`config.mk`:
```
export PLATFORM = sky130hd
export DESIGN_NAME = versatile_io_wbm
export DESIGN_NICKNAME = d
export VERILOG_FILES = /design/src/rtl/versatile_io_wbm.sv
export SDC_FILE = /design/constraint.sdc
export NUM_CORES = 1
export LEC_CHECK = 0
export BUFFER_PORTS_ARGS = -buffer_cell sky130_fd_sc_hd__buf_2
export CORE_MARGIN = 3
export CORE_UTILIZATION = 46
export DETAILED_ROUTE_END_ITERATION = 10
export MAX_ROUTING_LAYER = met4
export PLACE_DENSITY_LB_ADDON = 0.3
export RECOVER_POWER = 100
export SYNTH_ARGS = -nofsm -noshare
export SYNTH_HDL_FRONTEND = slang
export SYNTH_SLANG_ARGS = --single-unit
export TNS_END_PERCENT = 30
```
`constraint.sdc`:
```
create_clock -name wbm_clk -period 2.25 [get_ports wbm_clk]
set_clock_uncertainty 0.2 [all_clocks]
set_input_delay 0.3375 -clock wbm_clk [delete_from_list [all_inputs] [get_ports wbm_clk]]
set_output_delay 0.3375 -clock wbm_clk [all_outputs]
set_load 0.005 [all_outputs]
```
`src/rtl/versatile_io_wbm.sv`:
```
// ============================================================================
// Module   : versatile_io_wbm
// Purpose  : Single-outstanding Wishbone B3 classic master with a
//            valid/ready command and response interface and a bus timeout.
// Revision : 1.0 - initial release
// ============================================================================
`default_nettype none

module versatile_io_wbm #(
    parameter int TIMEOUT = 255
) (
    input  logic        wbm_clk,
    input  logic        wbm_rst,

    input  logic        cmd_valid,
    output logic        cmd_ready,
    input  logic        cmd_we,
    input  logic [31:0] cmd_adr,
    input  logic [31:0] cmd_dat,
    input  logic [3:0]  cmd_sel,

    output logic        rsp_valid,
    input  logic        rsp_ready,
    output logic [31:0] rsp_dat,
    output logic        rsp_err,

    output logic [31:0] wbm_adr_o,
    output logic [31:0] wbm_dat_o,
    output logic [3:0]  wbm_sel_o,
    output logic        wbm_we_o,
    output logic        wbm_stb_o,
    output logic        wbm_cyc_o,
    input  logic [31:0] wbm_dat_i,
    input  logic        wbm_ack_i,
    input  logic        wbm_err_i
);

    // Counter value seen on the last permitted bus cycle.
    localparam logic [7:0] C_TO_LAST = 8'(TIMEOUT - 1);

    typedef enum logic [1:0] {
        S_IDLE = 2'd0,
        S_BUS  = 2'd1,
        S_RSP  = 2'd2
    } state_t;

    state_t      state_q, state_d;
    logic [31:0] adr_q, adr_d;
    logic [31:0] dat_q, dat_d;
    logic [3:0]  sel_q, sel_d;
    logic        we_q, we_d;
    logic        cyc_q, cyc_d;
    logic [7:0]  cnt_q, cnt_d;
    logic [31:0] rsp_dat_q, rsp_dat_d;
    logic        rsp_err_q, rsp_err_d;

    always_ff @(posedge wbm_clk) begin
        if (wbm_rst) begin
            state_q   <= S_IDLE;
            adr_q     <= 32'h0;
            dat_q     <= 32'h0;
            sel_q     <= 4'h0;
            we_q      <= 1'b0;
            cyc_q     <= 1'b0;
            cnt_q     <= 8'h0;
            rsp_dat_q <= 32'h0;
            rsp_err_q <= 1'b0;
        end else begin
            state_q   <= state_d;
            adr_q     <= adr_d;
            dat_q     <= dat_d;
            sel_q     <= sel_d;
            we_q      <= we_d;
            cyc_q     <= cyc_d;
            cnt_q     <= cnt_d;
            rsp_dat_q <= rsp_dat_d;
            rsp_err_q <= rsp_err_d;
        end
    end

    always_comb begin
        state_d   = state_q;
        adr_d     = adr_q;
        dat_d     = dat_q;
        sel_d     = sel_q;
        we_d      = we_q;
        cyc_d     = cyc_q;
        cnt_d     = cnt_q;
        rsp_dat_d = rsp_dat_q;
        rsp_err_d = rsp_err_q;

        case (state_q)
            S_IDLE: begin
                if (cmd_valid) begin
                    adr_d   = cmd_adr;
                    dat_d   = cmd_dat;
                    sel_d   = cmd_sel;
                    we_d    = cmd_we;
                    cyc_d   = 1'b1;
                    cnt_d   = 8'h0;
                    state_d = S_BUS;
                end
            end
            S_BUS: begin
                // err wins over ack; a silent slave on the last cycle is an error too.
                if (wbm_err_i || (!wbm_ack_i && (cnt_q == C_TO_LAST))) begin
                    cyc_d     = 1'b0;
                    rsp_err_d = 1'b1;
                    rsp_dat_d = 32'h0;
                    state_d   = S_RSP;
                end else if (wbm_ack_i) begin
                    cyc_d     = 1'b0;
                    rsp_err_d = 1'b0;
                    rsp_dat_d = we_q ? 32'h0 : wbm_dat_i;
                    state_d   = S_RSP;
                end else begin
                    cnt_d = cnt_q + 8'd1;
                end
            end
            S_RSP: begin
                if (rsp_ready) begin
                    state_d = S_IDLE;
                end
            end
            default: begin
                state_d = S_IDLE;
            end
        endcase
    end

    assign cmd_ready = (state_q == S_IDLE);
    assign rsp_valid = (state_q == S_RSP);
    assign rsp_dat   = rsp_dat_q;
    assign rsp_err   = rsp_err_q;

    assign wbm_adr_o = adr_q;
    assign wbm_dat_o = dat_q;
    assign wbm_sel_o = sel_q;
    assign wbm_we_o  = we_q;
    assign wbm_cyc_o = cyc_q;
    assign wbm_stb_o = cyc_q;

endmodule

`default_nettype wire

```
# --- Word level (Yosys, flattened, before mapping) ---
# Cells that the tools add are included.
totals:
  reg_bits: 113
  in_bits: 107
  out_inout_bits: 106
  wordCells: 46
classes:
  n_addsub: 1
  n_eq_ne: 8
  mux: 17
  n_reduce_logical: 11
ops:
  columns: ["operator", "count"]
  rows:
  - ["$mux 32", 3]
  - ["$mux 8", 3]
  - ["$pmux 8 s2", 1]
  - ["$add 8x1->8 const B", 1]
  - ["$eq 8x8->1 const B", 1]
  - ["$mux 2", 4]
  - ["$ne 2x2->1 const B", 3]
  - ["$pmux 2 s3", 1]
  - ["$reduce_and 3->1", 2]
  - ["$mux 1", 4]
  - ["$reduce_and 2->1", 2]
  - ["$reduce_and 4->1", 1]
  - ["$reduce_bool 2->1", 2]
  - ["$ne 3x3->1 const B", 1]
  - ["$eq 2x1->1 const B", 1]
  - ["$eq 2x2->1 const B", 1]
  - ["$logic_not 2->1", 1]
  - ["$ne 2x1->1 const B", 1]
  - ["$pmux 1 s2", 1]
  - ["$logic_and 1x1->1", 1]
  - ["$logic_not 1->1", 1]
  - ["$logic_or 1x1->1", 1]

# --- Logic depth before layout (Yosys ltp) ---
# Gate-level depths: netlist of the first run.
logic_depth:
  word_depth: 5
  ltp_mapped: 8
  mapped_depth_nobuf: 6

# --- Worst setup path before layout of the first run ---
# OpenSTA, ideal clock, no wires.
synth_path:
  path_type: "register to register"
  startpoint: "reg cnt_q[0]"
  endpoint: "reg rsp_dat_q[10], in the netlist rsp_dat[10]"
  setup_ns: 0.057
  arrival_ns: 1.567
  t_required_ns: 1.993
  path_slack_ns: 0.426
  stages_incl_launch_ff: 8
  path_buffers: 1
  synth_period_minus_slack_ns: 1.824
  cell_sequence: "dfxtp_1 > inv_1 > ha_1 > and4b_1 > a21o_1 > nor3_2 > buf_2 > a31o_2"
synth_via:
  elab_chain_cells: 5
  word_cells_on_any_way: 6
  classes_between: "eq/ne: 1; mux: 1; reduce/logical: 4"
synth_lines:
  columns: ["element", "line_no", "text"]
  rows:
  - ["start, declared", "53", "logic [7:0] cnt_q, cnt_d;"]
  - ["start signal, assigned", "75", "cnt_q <= cnt_d;"]
  - ["$eq 8x8->1 *", "106", "if (wbm_err_i || (!wbm_ack_i && (cnt_q == C_TO_LAST))) begin"]
  - ["$logic_and 1x1->1 *", "106", null]
  - ["$logic_or 1x1->1 *", "106", null]
  - ["$reduce_bool 2->1 (no line)", null, null]
  - ["$reduce_and 2->1 (no line)", null, null]
  - ["end signal, assigned", "76", "rsp_dat_q <= rsp_dat_d;"]
  - ["end, declared", "54", "logic [31:0] rsp_dat_q, rsp_dat_d;"]
# Mark *: on every way between the ends. The rest lies on a longest branch, timed or not.
# A chain may end at the register's enable or synchronous reset.

# --- Worst setup path in the final report of the first run ---
layout_path:
  startpoint: "reg cnt_q[0]"
  endpoint: "reg rsp_dat_q[2], in the netlist rsp_dat[2]"
# The elaborated chain is that of the path after synthesis.

==> impl_metrics.csv, run 1 <==
group,metric,value,unit
synth,postSynthCellCount,521,
die,io_pins,213,
clock_network,numClockSinks,113,
critical_path,cp.arrival,2280,ps
critical_path,timing.critical_path.to_type,"flip-flop",
timing,rsz0062_at_grt,"false",
job,drv_cap,0,
critical_path,worstPathMaxFanout,14,
power_and_ir_drop,power,5.72,mW
routing,route.detailed.wl_per_inst,15.7,microns
synth,ys_dominant_reg_cell,"dfxtp_1",
synth,yosysWarnings,0,
global_routing,grt_max_degree,63,
routing,number_of_nets_still_failing_antenna_checks_after_routing,0,
outcome,run_status,"finished, final reports clean",
global_routing,gr-total-overflow,0,
synth,synthesis.area_per_instance,8.35,sq um
global_routing,antenna_found_initial,0,
die,die_w,103,microns
timing,final_period_minus_worst_setup_slack,2090,ps
timing,timing.final.crit_share,92.8,%
clock_network,post-cts-setup-buffers,0,
synth,synthesis.nets,630,
synth,synth-seq-area-share,52.0,%
clock_network,cts.htree.levels,4,
cells_and_area,layout.cell_area.non_filler,0.00705,sq mm
timing,setup_tns,0,ps
routing,drt_pass1_iterations,5,
power_and_ir_drop,power.leakage,2.98,nW
synth,postSynthRegisterBits,113,
critical_path,criticalPathCategory,"reg2reg",
die,die_area,0.0107,sq mm
global_routing,grt_pass1_wl,22.8,mm
synth,synth.lib_cells_used.distinct,37,
critical_path,endpoint_of_the_worst_setup_timing_path,"rsp_dat[2]$_SDFFE_PP0P_",
placement,port_buffers,212,
cells_and_area,utilization,78.9,%
clock_network,cts_buffers,17,
global_routing,vias_in_the_first_global_route,4830,
synth,postSynth.asyncResetShare,0,%
synth,synth_enable_flop_cells,0,
timing,finalHoldWorstSlack,27.9,ps
critical_path,worst_r2r_path_depth,7,
placement,detailed_place_hpwl,8.54,mm
die,initial_cell_density_of_the_core,48.7,%
routing,vias,4953,
cells_and_area,insertedDiodeCount,0,
die,core-area,0.00893,sq mm
routing,detail_route.wirelength,14.8,mm
critical_path,worst_r2r_endpoint,"rsp_dat[2]$_SDFFE_PP0P_",
timing,worst_slew_margin_rel,58.3,%
power_and_ir_drop,vdd.ir_drop.worst,0.717,mV
timing,maxClockFrequency,479,MHz
placement,finalWeightedCongestion,0.851,
die,floorplan.die.height,103,microns
power_and_ir_drop,power-per-cell-area,812,mW/mm^2
global_routing,grt_util_all_layers,28.2,%
critical_path,cp-startpoint,"cnt_q[0]$_SDFFE_PP0P_",
clock_network,cts_tree,"built",
cells_and_area,post_route_cells_drive_above_1_share,23.8,%
critical_path,crit_path_start_kind,"flip-flop",
cells_and_area,layout.nets,933,
timing,drv_slew,0,
critical_path,timing.rr.start,"cnt_q[0]$_SDFFE_PP0P_",
clock_network,worst_skew_pair.late_latency,500,ps
worst_hold_path,min_path_type,"in2reg",
clock_network,clock_tree.buffer_depth,2,
timing,final_hold_viol_count,0,
critical_path,worstPathRequired,2440,ps
timing,finalSetupViolations,0,
clock_network,cts_root_buffer,"clkbuf_8",
clock_network,clk_pin_slew_worst_paths,60,ps
routing,drcViolationCount,0,
routing,routed_via_count_divided_by_cell_count,5.24,
cells_and_area,areaGrowthSynthToFinish,62.2,%
critical_path,r2r_slack,160,ps
routing,drtIter0Drc,294,
die,floorplan.rows,34,
placement,detailed_place.area,0.00552,sq mm
timing,max_slew.worst_pin.slew,626,ps
synth,post_synth_instance_area,0.00435,sq mm
critical path, cell delays in order, from the launching register on:
cell and delay (ps):
dfxtp_1 330, inv_1 100, ha_1 200, nand4b_1 160
o21ai_0 300, clkbuf_2 360, a21oi_1 110, a31o_2 220
report_power, final:
part,switching [mW],leakage [nW],total [mW],internal [mW]
Clock,0.927,0.311,2.86,1.94
Sequential,0.0575,0.923,2.16,2.11
Combinational,0.353,1.75,0.698,0.345
Total,1.34,2.98,5.72,4.39
metal layers:
| layer | share of wire, % | track usage [%] |
|---|---|---|
| met4 | 4.6 | 16.9 |
| met1 | 37 | 29.9 |
| met3 | 6.4 | 6.57 |
| met5 | 0 | - |
| met2 | 52 | 47.7 |
registers in the layout (all words and copies together) (netlist names):
register   flops
cnt_q          8
rsp_dat       32
rsp_err        1
state_q        2
wbm_adr_o     32
wbm_cyc_o      1
wbm_dat_o     32
wbm_sel_o      4
wbm_we_o       1
synthesized netlist by cell type (2+ instances only):
master / n / area share, %
buf_2: 10 / 1.2
a31o_1: 16 / 3.2
a22oi_1: 2 / 0.35
clkbuf_1: 31 / 2.7
nand4b_1: 2 / 0.40
a41oi_1: 2 / 0.40
nand2_1: 146 / 13
a31o_2: 16 / 3.2
dfxtp_1: 113 / 52
nand3_1: 3 / 0.35
ha_1: 2 / 0.58
inv_1: 2 / 0.17
nor2b_1: 2 / 0.29
a31oi_1: 5 / 0.72
o21ai_0: 2 / 0.23
a21oi_1: 105 / 12
o211ai_1: 2 / 0.35
nand2b_1: 32 / 4.6
nor2_1: 9 / 0.78
or2_2: 2 / 0.29
cell type report:
type	count	area, sq um
sequential	113	2260
timing repair buffer	327	2100
multi-input combinational	363	1910
fill	621	1880
clock buffer	18	428
clock inverter	14	211
tap	108	135
inverter	2	7.51
cells in the final DEF (no fill, tap or decap), drive strengths merged, types with 3 or more instances in the layout:
master         n
clkinv         6
a31oi          5
buf          143
inv            3
dfxtp        113
nand2        146
a31o          32
dlygate4sd3  102
nand3          3
nand2b        32
o21ai          3
nor2           9
a21oi        105
clkbuf       100
bufinv         5
worst min-delay path by stage:
stage	slack [ps]	cells after the start	to	from
final	30	4	rsp_err$_SDFFE_PP0P_	wbm_ack_i
after floorplan	250	1	cnt_q[6]$_SDFFE_PP0P_	cnt_q[6]$_SDFFE_PP0P_
after global routing	30	4	rsp_err$_SDFFE_PP0P_	wbm_ack_i
after detailed placement	240	2	wbm_dat_o[23]$_SDFFE_PP0P_	wbm_dat_o[23]$_SDFFE_PP0P_
after global placement	240	2	wbm_dat_o[20]$_SDFFE_PP0P_	wbm_dat_o[20]$_SDFFE_PP0P_
after CTS	4	4	rsp_err$_SDFFE_PP0P_	wbm_ack_i
what timing repair did:
item | CTS | global route
resized for setup | 0 | 0
endpoints found under the hold margin | 102 | 0
endpoints found under the setup margin | 0 | 0
hold buffers | 102 | 0
kinds of logic after synthesis:
family	share of synthesized area [%]
compound gates	21.6
fa+ha+maj	0.575
buf+inv	4.26
flops	52.0
mux	0.259
simple gates	21.3
metrics by stage:
stage / instances / worst slack [ps]
6_report: 945 / 162
3_5_place_dp: 811 / 267
4_1_cts: 945 / 219
2_1_floorplan: 521 / 426
3_3_place_gp: 811 / 348
5_1_grt: 945 / 46.9
Note: power is estimated with default switching activity, not from simulation.
==> run 2: changes to the inputs <==
- CORE_MARGIN: 3 -> 1
==> run 2 against run 1 <==
Against the previous run: final cell count increased by 0.32%; non-clock buffer count increased by 1; wire length decreased by 7.8%; hold slack gained 30 ps; flip-flop and latch count is the same; clock power down 8.0%; register-to-register slack improved by 40 ps; sequential share of layout area is 0.091 points higher; critical path depth did not move; clock-buffer cell count did not move; final area down 0.28%; critical endpoint is now rsp_dat[13]$_SDFFE_PP0P_.
==> impl_metrics.csv, run 2 (synthesis gave the netlist of run 1 again) <==
group,metric,value,unit
outcome,run_status,"finished, final reports clean",
power_and_ir_drop,power.switching_fraction,24.1,%
cells_and_area,num-fill-cells,647,
critical_path,worstPathMaxFanout,19,
timing,finalHoldWorstSlack,57.5,ps
die,core-area,0.00920,sq mm
routing,drtIter0Drc,196,
power_and_ir_drop,clkPwrFrac,48.0,%
critical_path,r2r_slack,200,ps
routing,routed_via_count_divided_by_cell_count,5.13,
die,floorplan.rows,35,
cells_and_area,layout.nets,934,
power_and_ir_drop,power.leakage,3.02,nW
global_routing,vias_in_the_first_global_route,4817,
critical_path,cp.arrival,2250,ps
critical_path,timing.critical_path.to_type,"flip-flop",
critical_path,worstPathRequired,2440,ps
timing,finalSetupViolations,0,
critical_path,crit_path_start_kind,"primary input",
placement,port_buffers,212,
power_and_ir_drop,p_switching,1.32,mW
cells_and_area,insertedDiodeCount,0,
routing,number_of_nets_still_failing_antenna_checks_after_routing,0,
timing,timing.final.crit_share,91.8,%
timing,drv_slew,0,
placement,detailed_place_hpwl,8.12,mm
cells_and_area,multi_input_comb_area,0.00190,sq mm
placement,finalWeightedCongestion,0.836,
clock_network,cts_tree,"built",
critical_path,criticalPathCategory,"in2reg",
routing,route.detailed.wl_per_inst,14.4,microns
power_and_ir_drop,internal_power,4.16,mW
timing,maxClockFrequency,484,MHz
cells_and_area,post_route_cells_drive_above_1_share,25.7,%
clock_network,numClockSinks,113,
timing,rsz0062_at_grt,"false",
power_and_ir_drop,vdd.ir_drop.worst,0.621,mV
cells_and_area,final_common_cell,"nand2_1",
clock_network,worst_skew_pair.late_latency,500,ps
worst_hold_path,cell_depth_of_the_worst_min_delay_path,4,
critical_path,worst_r2r_endpoint,"rsp_dat[13]$_SDFFE_PP0P_",
clock_network,cts_root_buffer,"clkbuf_8",
critical_path,timing.rr.start,"cnt_q[0]$_SDFFE_PP0P_",
timing,final_hold_viol_count,0,
global_routing,grt_util_all_layers,28.7,%
job,drv_cap,0,
routing,drt_pass1_iterations,4,
power_and_ir_drop,power-per-cell-area,780,mW/mm^2
clock_network,clock_tree.buffer_depth,2,
routing,detail_route.wirelength,13.7,mm
timing,setup_tns,0,ps
worst_hold_path,min_path_type,"in2reg",
cells_and_area,utilization,76.5,%
global_routing,antenna_found_initial,0,
cells_and_area,layout_common_cells,"nand2_1 (146), buf_2 (144), dfxtp_1 (113)",
clock_network,post-cts-setup-buffers,0,
placement,detailed_place.area,0.00552,sq mm
die,io_pins,213,
global_routing,grt_max_degree,71,
power_and_ir_drop,power.share.combinational,12.6,%
cells_and_area,areaGrowthSynthToFinish,61.7,%
routing,vias,4864,
die,die_w,99.2,microns
cells_and_area,seqCellArea,0.00226,sq mm
global_routing,grt_pass1_wl,21.8,mm
timing,max_slew.worst_pin.slew,648,ps
die,floorplan.die.height,99.2,microns
timing,final_period_minus_worst_setup_slack,2070,ps
routing,drcViolationCount,0,
global_routing,gr-total-overflow,0,
cells_and_area,layout.cell_area.non_filler,0.00703,sq mm
die,die_area,0.00985,sq mm
clock_network,cts.htree.levels,4,
clock_network,cts_buffers,17,
timing,worst_slew_margin_rel,56.8,%
clock_network,clk_pin_slew_worst_paths,60,ps
power_and_ir_drop,share_seq_of_total_power,39.4,%
die,initial_cell_density_of_the_core,47.3,%
critical_path,worst_r2r_path_depth,7,
worst_hold_path,worstHoldStart,"wbm_err_i",
worst_hold_path,hold_end,"cnt_q[0]$_SDFFE_PP0P_",
==> run 2: worst max path at each step <==
stage	cells after the start	start	endpoint	slack, ps
6_report	7	wbm_ack_i	rsp_dat[13]$_SDFFE_PP0P_	180
5_1_grt	7	cnt_q[0]$_SDFFE_PP0P_	rsp_dat[13]$_SDFFE_PP0P_	50
4_1_cts	6	cnt_q[0]$_SDFFE_PP0P_	cnt_q[6]$_SDFFE_PP0P_	250
3_5_place_dp	6	cnt_q[0]$_SDFFE_PP0P_	cnt_q[6]$_SDFFE_PP0P_	270
3_3_place_gp	6	cnt_q[0]$_SDFFE_PP0P_	cnt_q[3]$_SDFFE_PP0P_	350
2_1_floorplan	7	cnt_q[0]$_SDFFE_PP0P_	rsp_dat[10]$_SDFFE_PP0P_	430
==> run 2: critical path: stages <==
cell,delay [ps]
dlygate4sd3_1,550
buf_2,160
nand4b_1,230
o21ai_2,180
clkbuf_2,380
a21oi_1,160
a31o_2,240
==> run 2: area by class of cell <==
| class | count | share of cell area (%) |
|---|---|---|
| clock buffer | 18 | 6.08 |
| multi-input combinational | 363 | 27.1 |
| tap | 111 | 1.97 |
| timing repair buffer | 328 | 30.3 |
| sequential | 113 | 32.2 |
| inverter | 2 | 0.107 |
| clock inverter | 13 | 2.31 |
==> run 2: stage by stage <==
step | worst slack, ps | total power, mW | cells
floorplan | 426 | 2.48 | 521
global placement | 349 | 2.74 | 814
detailed placement | 267 | 2.76 | 814
CTS | 245 | 5.54 | 948
global route | 51.9 | 5.71 | 948
finish | 185 | 5.48 | 948
==> run 2: repair_timing <==
action / 4_1_cts / 5_1_grt
hold buffers: 103 / 0
hold endpoints to repair: 103 / 0
resized for setup: 0 / 0
==> run 2: layer usage <==
| layer | wire length (microns) | global-route usage, % | part of all wire, % | up-vias |
|---|---|---|---|---|
| met3 | 631 | 6.61 | 4.6 | 52 |
| met5 | 0 | - | 0 | - |
| met1 | 5490 | 30.7 | 40 | 2252 |
| li1 | - | - | - | 2374 |
| met4 | 600 | 17.4 | 4.4 | 0 |
| met2 | 6950 | 48.5 | 51 | 186 |
==> run 2: power by group through the flow <==
stage	clock [mW]	sequential [mW]	combinational, mW
2_1_floorplan	0	2.21	0.272
3_3_place_gp	0	2.19	0.549
3_5_place_dp	0	2.20	0.563
4_1_cts	2.67	2.16	0.703
5_1_grt	2.78	2.17	0.758
6_report	2.63	2.16	0.692
==> run 3: changes to the inputs <==
--- a/constraint.sdc
+++ b/constraint.sdc
@@ -4,2 +4,2 @@
 set_output_delay 0.3375 -clock wbm_clk [all_outputs]
-set_load 0.005 [all_outputs]
+set_load 0.02 [all_outputs]
==> run 3 against run 2 <==
Against the previous run: global-route usage did not move; non-clock buffer count did not move; largest power group unchanged; power rose by 2.0%; sequential share of layout area rose by 0.23 points; critical path type unchanged.
==> impl_metrics.csv, run 3 (synthesis gave the netlist of run 1 again) <==
group,metric,value,unit
power_and_ir_drop,vdd.ir_drop.worst,0.629,mV
timing,maxClockFrequency,485,MHz
job,drv_cap,0,
clock_network,clk_pin_slew_worst_paths,60,ps
timing,final_period_minus_worst_setup_slack,2060,ps
cells_and_area,layout.nets,934,
critical_path,worstPathMaxFanout,19,
die,floorplan.die.height,99.2,microns
timing,finalHoldWorstSlack,61.1,ps
worst_hold_path,min_path_type,"in2reg",
global_routing,grt_max_degree,71,
critical_path,critical_path.cell_chain,"dlygate4sd3_1, buf_2, nand4b_1, o21ai_2, clkbuf_2, a21oi_1, a31o_2",
routing,number_of_nets_still_failing_antenna_checks_after_routing,0,
clock_network,cts_tree,"built",
placement,finalWeightedCongestion,0.836,
routing,drcViolationCount,0,
die,io_pins,213,
critical_path,crit_path_max_incr_delay,540,ps
global_routing,antenna_found_initial,0,
timing,max_slew.worst_pin.slew,653,ps
critical_path,timing.critical_path.to_type,"flip-flop",
clock_network,cts_buffers,17,
routing,routed_via_count_divided_by_cell_count,5.15,
clock_network,clock_tree.buffer_depth,2,
placement,port_buffers,212,
timing,finalSetupViolations,0,
power_and_ir_drop,power.leakage,2.86,nW
timing,worst_slew_margin_rel,56.5,%
routing,drt_pass1_iterations,5,
critical_path,crit_path_start_kind,"primary input",
die,floorplan.rows,35,
placement,detailed_place.area,0.00552,sq mm
outcome,run_status,"finished, final reports clean",
routing,drtIter0Drc,228,
routing,route.detailed.wl_per_inst,14.4,microns
cells_and_area,num-fill-cells,674,
placement,detailed_place_hpwl,8.12,mm
die,die_area,0.00985,sq mm
cells_and_area,insertedDiodeCount,0,
cells_and_area,layout.cell_area.non_filler,0.00698,sq mm
global_routing,grt_util_all_layers,28.7,%
timing,setup_tns,0,ps
cells_and_area,layout_common_cells,"nand2_1 (146), dfxtp_1 (113), clkbuf_1 (106)",
global_routing,gr-total-overflow,0,
clock_network,cts.htree.levels,4,
critical_path,cpMaxStageDelayCell,"dlygate4sd3_1",
timing,final_hold_viol_count,0,
clock_network,cts_root_buffer,"clkbuf_8",
critical_path,cp.arrival,2250,ps
critical_path,criticalPathCategory,"in2reg",
global_routing,grt_pass1_wl,21.8,mm
timing,drv_slew,0,
cells_and_area,final_common_cell,"nand2_1",
clock_network,worst_skew_pair.late_latency,500,ps
power_and_ir_drop,power-per-cell-area,801,mW/mm^2
die,core-area,0.00920,sq mm
global_routing,vias_in_the_first_global_route,4817,
die,die_w,99.2,microns
cells_and_area,areaGrowthSynthToFinish,60.6,%
routing,detail_route.wirelength,13.7,mm
timing,rsz0062_at_grt,"false",
critical_path,worstPathRequired,2440,ps
clock_network,numClockSinks,113,
power_and_ir_drop,power,5.59,mW
die,initial_cell_density_of_the_core,47.3,%
cells_and_area,post_route_cells_drive_above_1_share,20.9,%
timing,timing.final.crit_share,91.6,%
routing,vias,4878,
==> run 3: cell count changes in the layout (fill, tap and decap cells not counted) <==
cell      previous run  this run
clkbuf_2             3         2
buf_2              144       105
clkbuf_1            66       106
==> run 3: layout make-up <==
| type | instances | area [sq um] | share of cell area, % |
|---|---|---|---|
| clock buffer | 18 | 428 | 6.13 |
| clock inverter | 13 | 163 | 2.33 |
| inverter | 2 | 7.51 | 0.108 |
| multi-input combinational | 363 | 1900 | 27.3 |
| sequential | 113 | 2260 | 32.4 |
| tap | 111 | 139 | 1.99 |
| timing repair buffer | 328 | 2080 | 29.8 |
==> run 3: repair_timing <==
action,in CTS,in global routing
setup endpoints to repair,0,0
buffers inserted,0,0
gates resized for setup,0,0
hold buffers,103,0
endpoints found under the hold margin,103,0
==> run 3: routing by layer <==
metal / share of wire, % / up-vias / GRT usage [%]
met5: 0 / - / -
met4: 4.2 / 0 / 17.4
met3: 4.6 / 50 / 6.61
met2: 52 / 199 / 48.5
met1: 40 / 2254 / 30.7
li1: - / 2375 / -
==> run 3: final timing paths <==
path / cells after the start / start / slack (ps) / to
worst max-delay path: 7 / wbm_ack_i / 190 / rsp_dat[13]$_SDFFE_PP0P_
worst min-delay path: 4 / wbm_err_i / 60 / cnt_q[0]$_SDFFE_PP0P_
worst max register to register: 7 / cnt_q[0]$_SDFFE_PP0P_ / 210 / rsp_dat[13]$_SDFFE_PP0P_
worst min register to register: 2 / wbm_dat_o[30]$_SDFFE_PP0P_ / 250 / wbm_dat_o[30]$_SDFFE_PP0P_
==> run 3: through the flow <==
step | util, % | worst slack [ps] | cells
3_5_place_dp | 60.1 | 267 | 814
4_1_cts | 77.7 | 245 | 948
2_1_floorplan | - | 426 | 521
5_1_grt | 75.9 | 51.9 | 948
3_3_place_gp | 60.1 | 349 | 814
6_report | 75.9 | 189 | 948
==> run 3: report_power, final <==
group	switching [mW]	internal, mW
combinational	0.460	0.339
clock	0.920	1.71
sequential	0.0562	2.11
total	1.44	4.15
==> run 3: worst max-delay path, delay by kind of cell <==
kind / cells / cell delay, ps
AOI/OAI and AO/OA: 3 / 590
buffers and inverters: 3 / 1080
and+or+nand+nor: 1 / 230
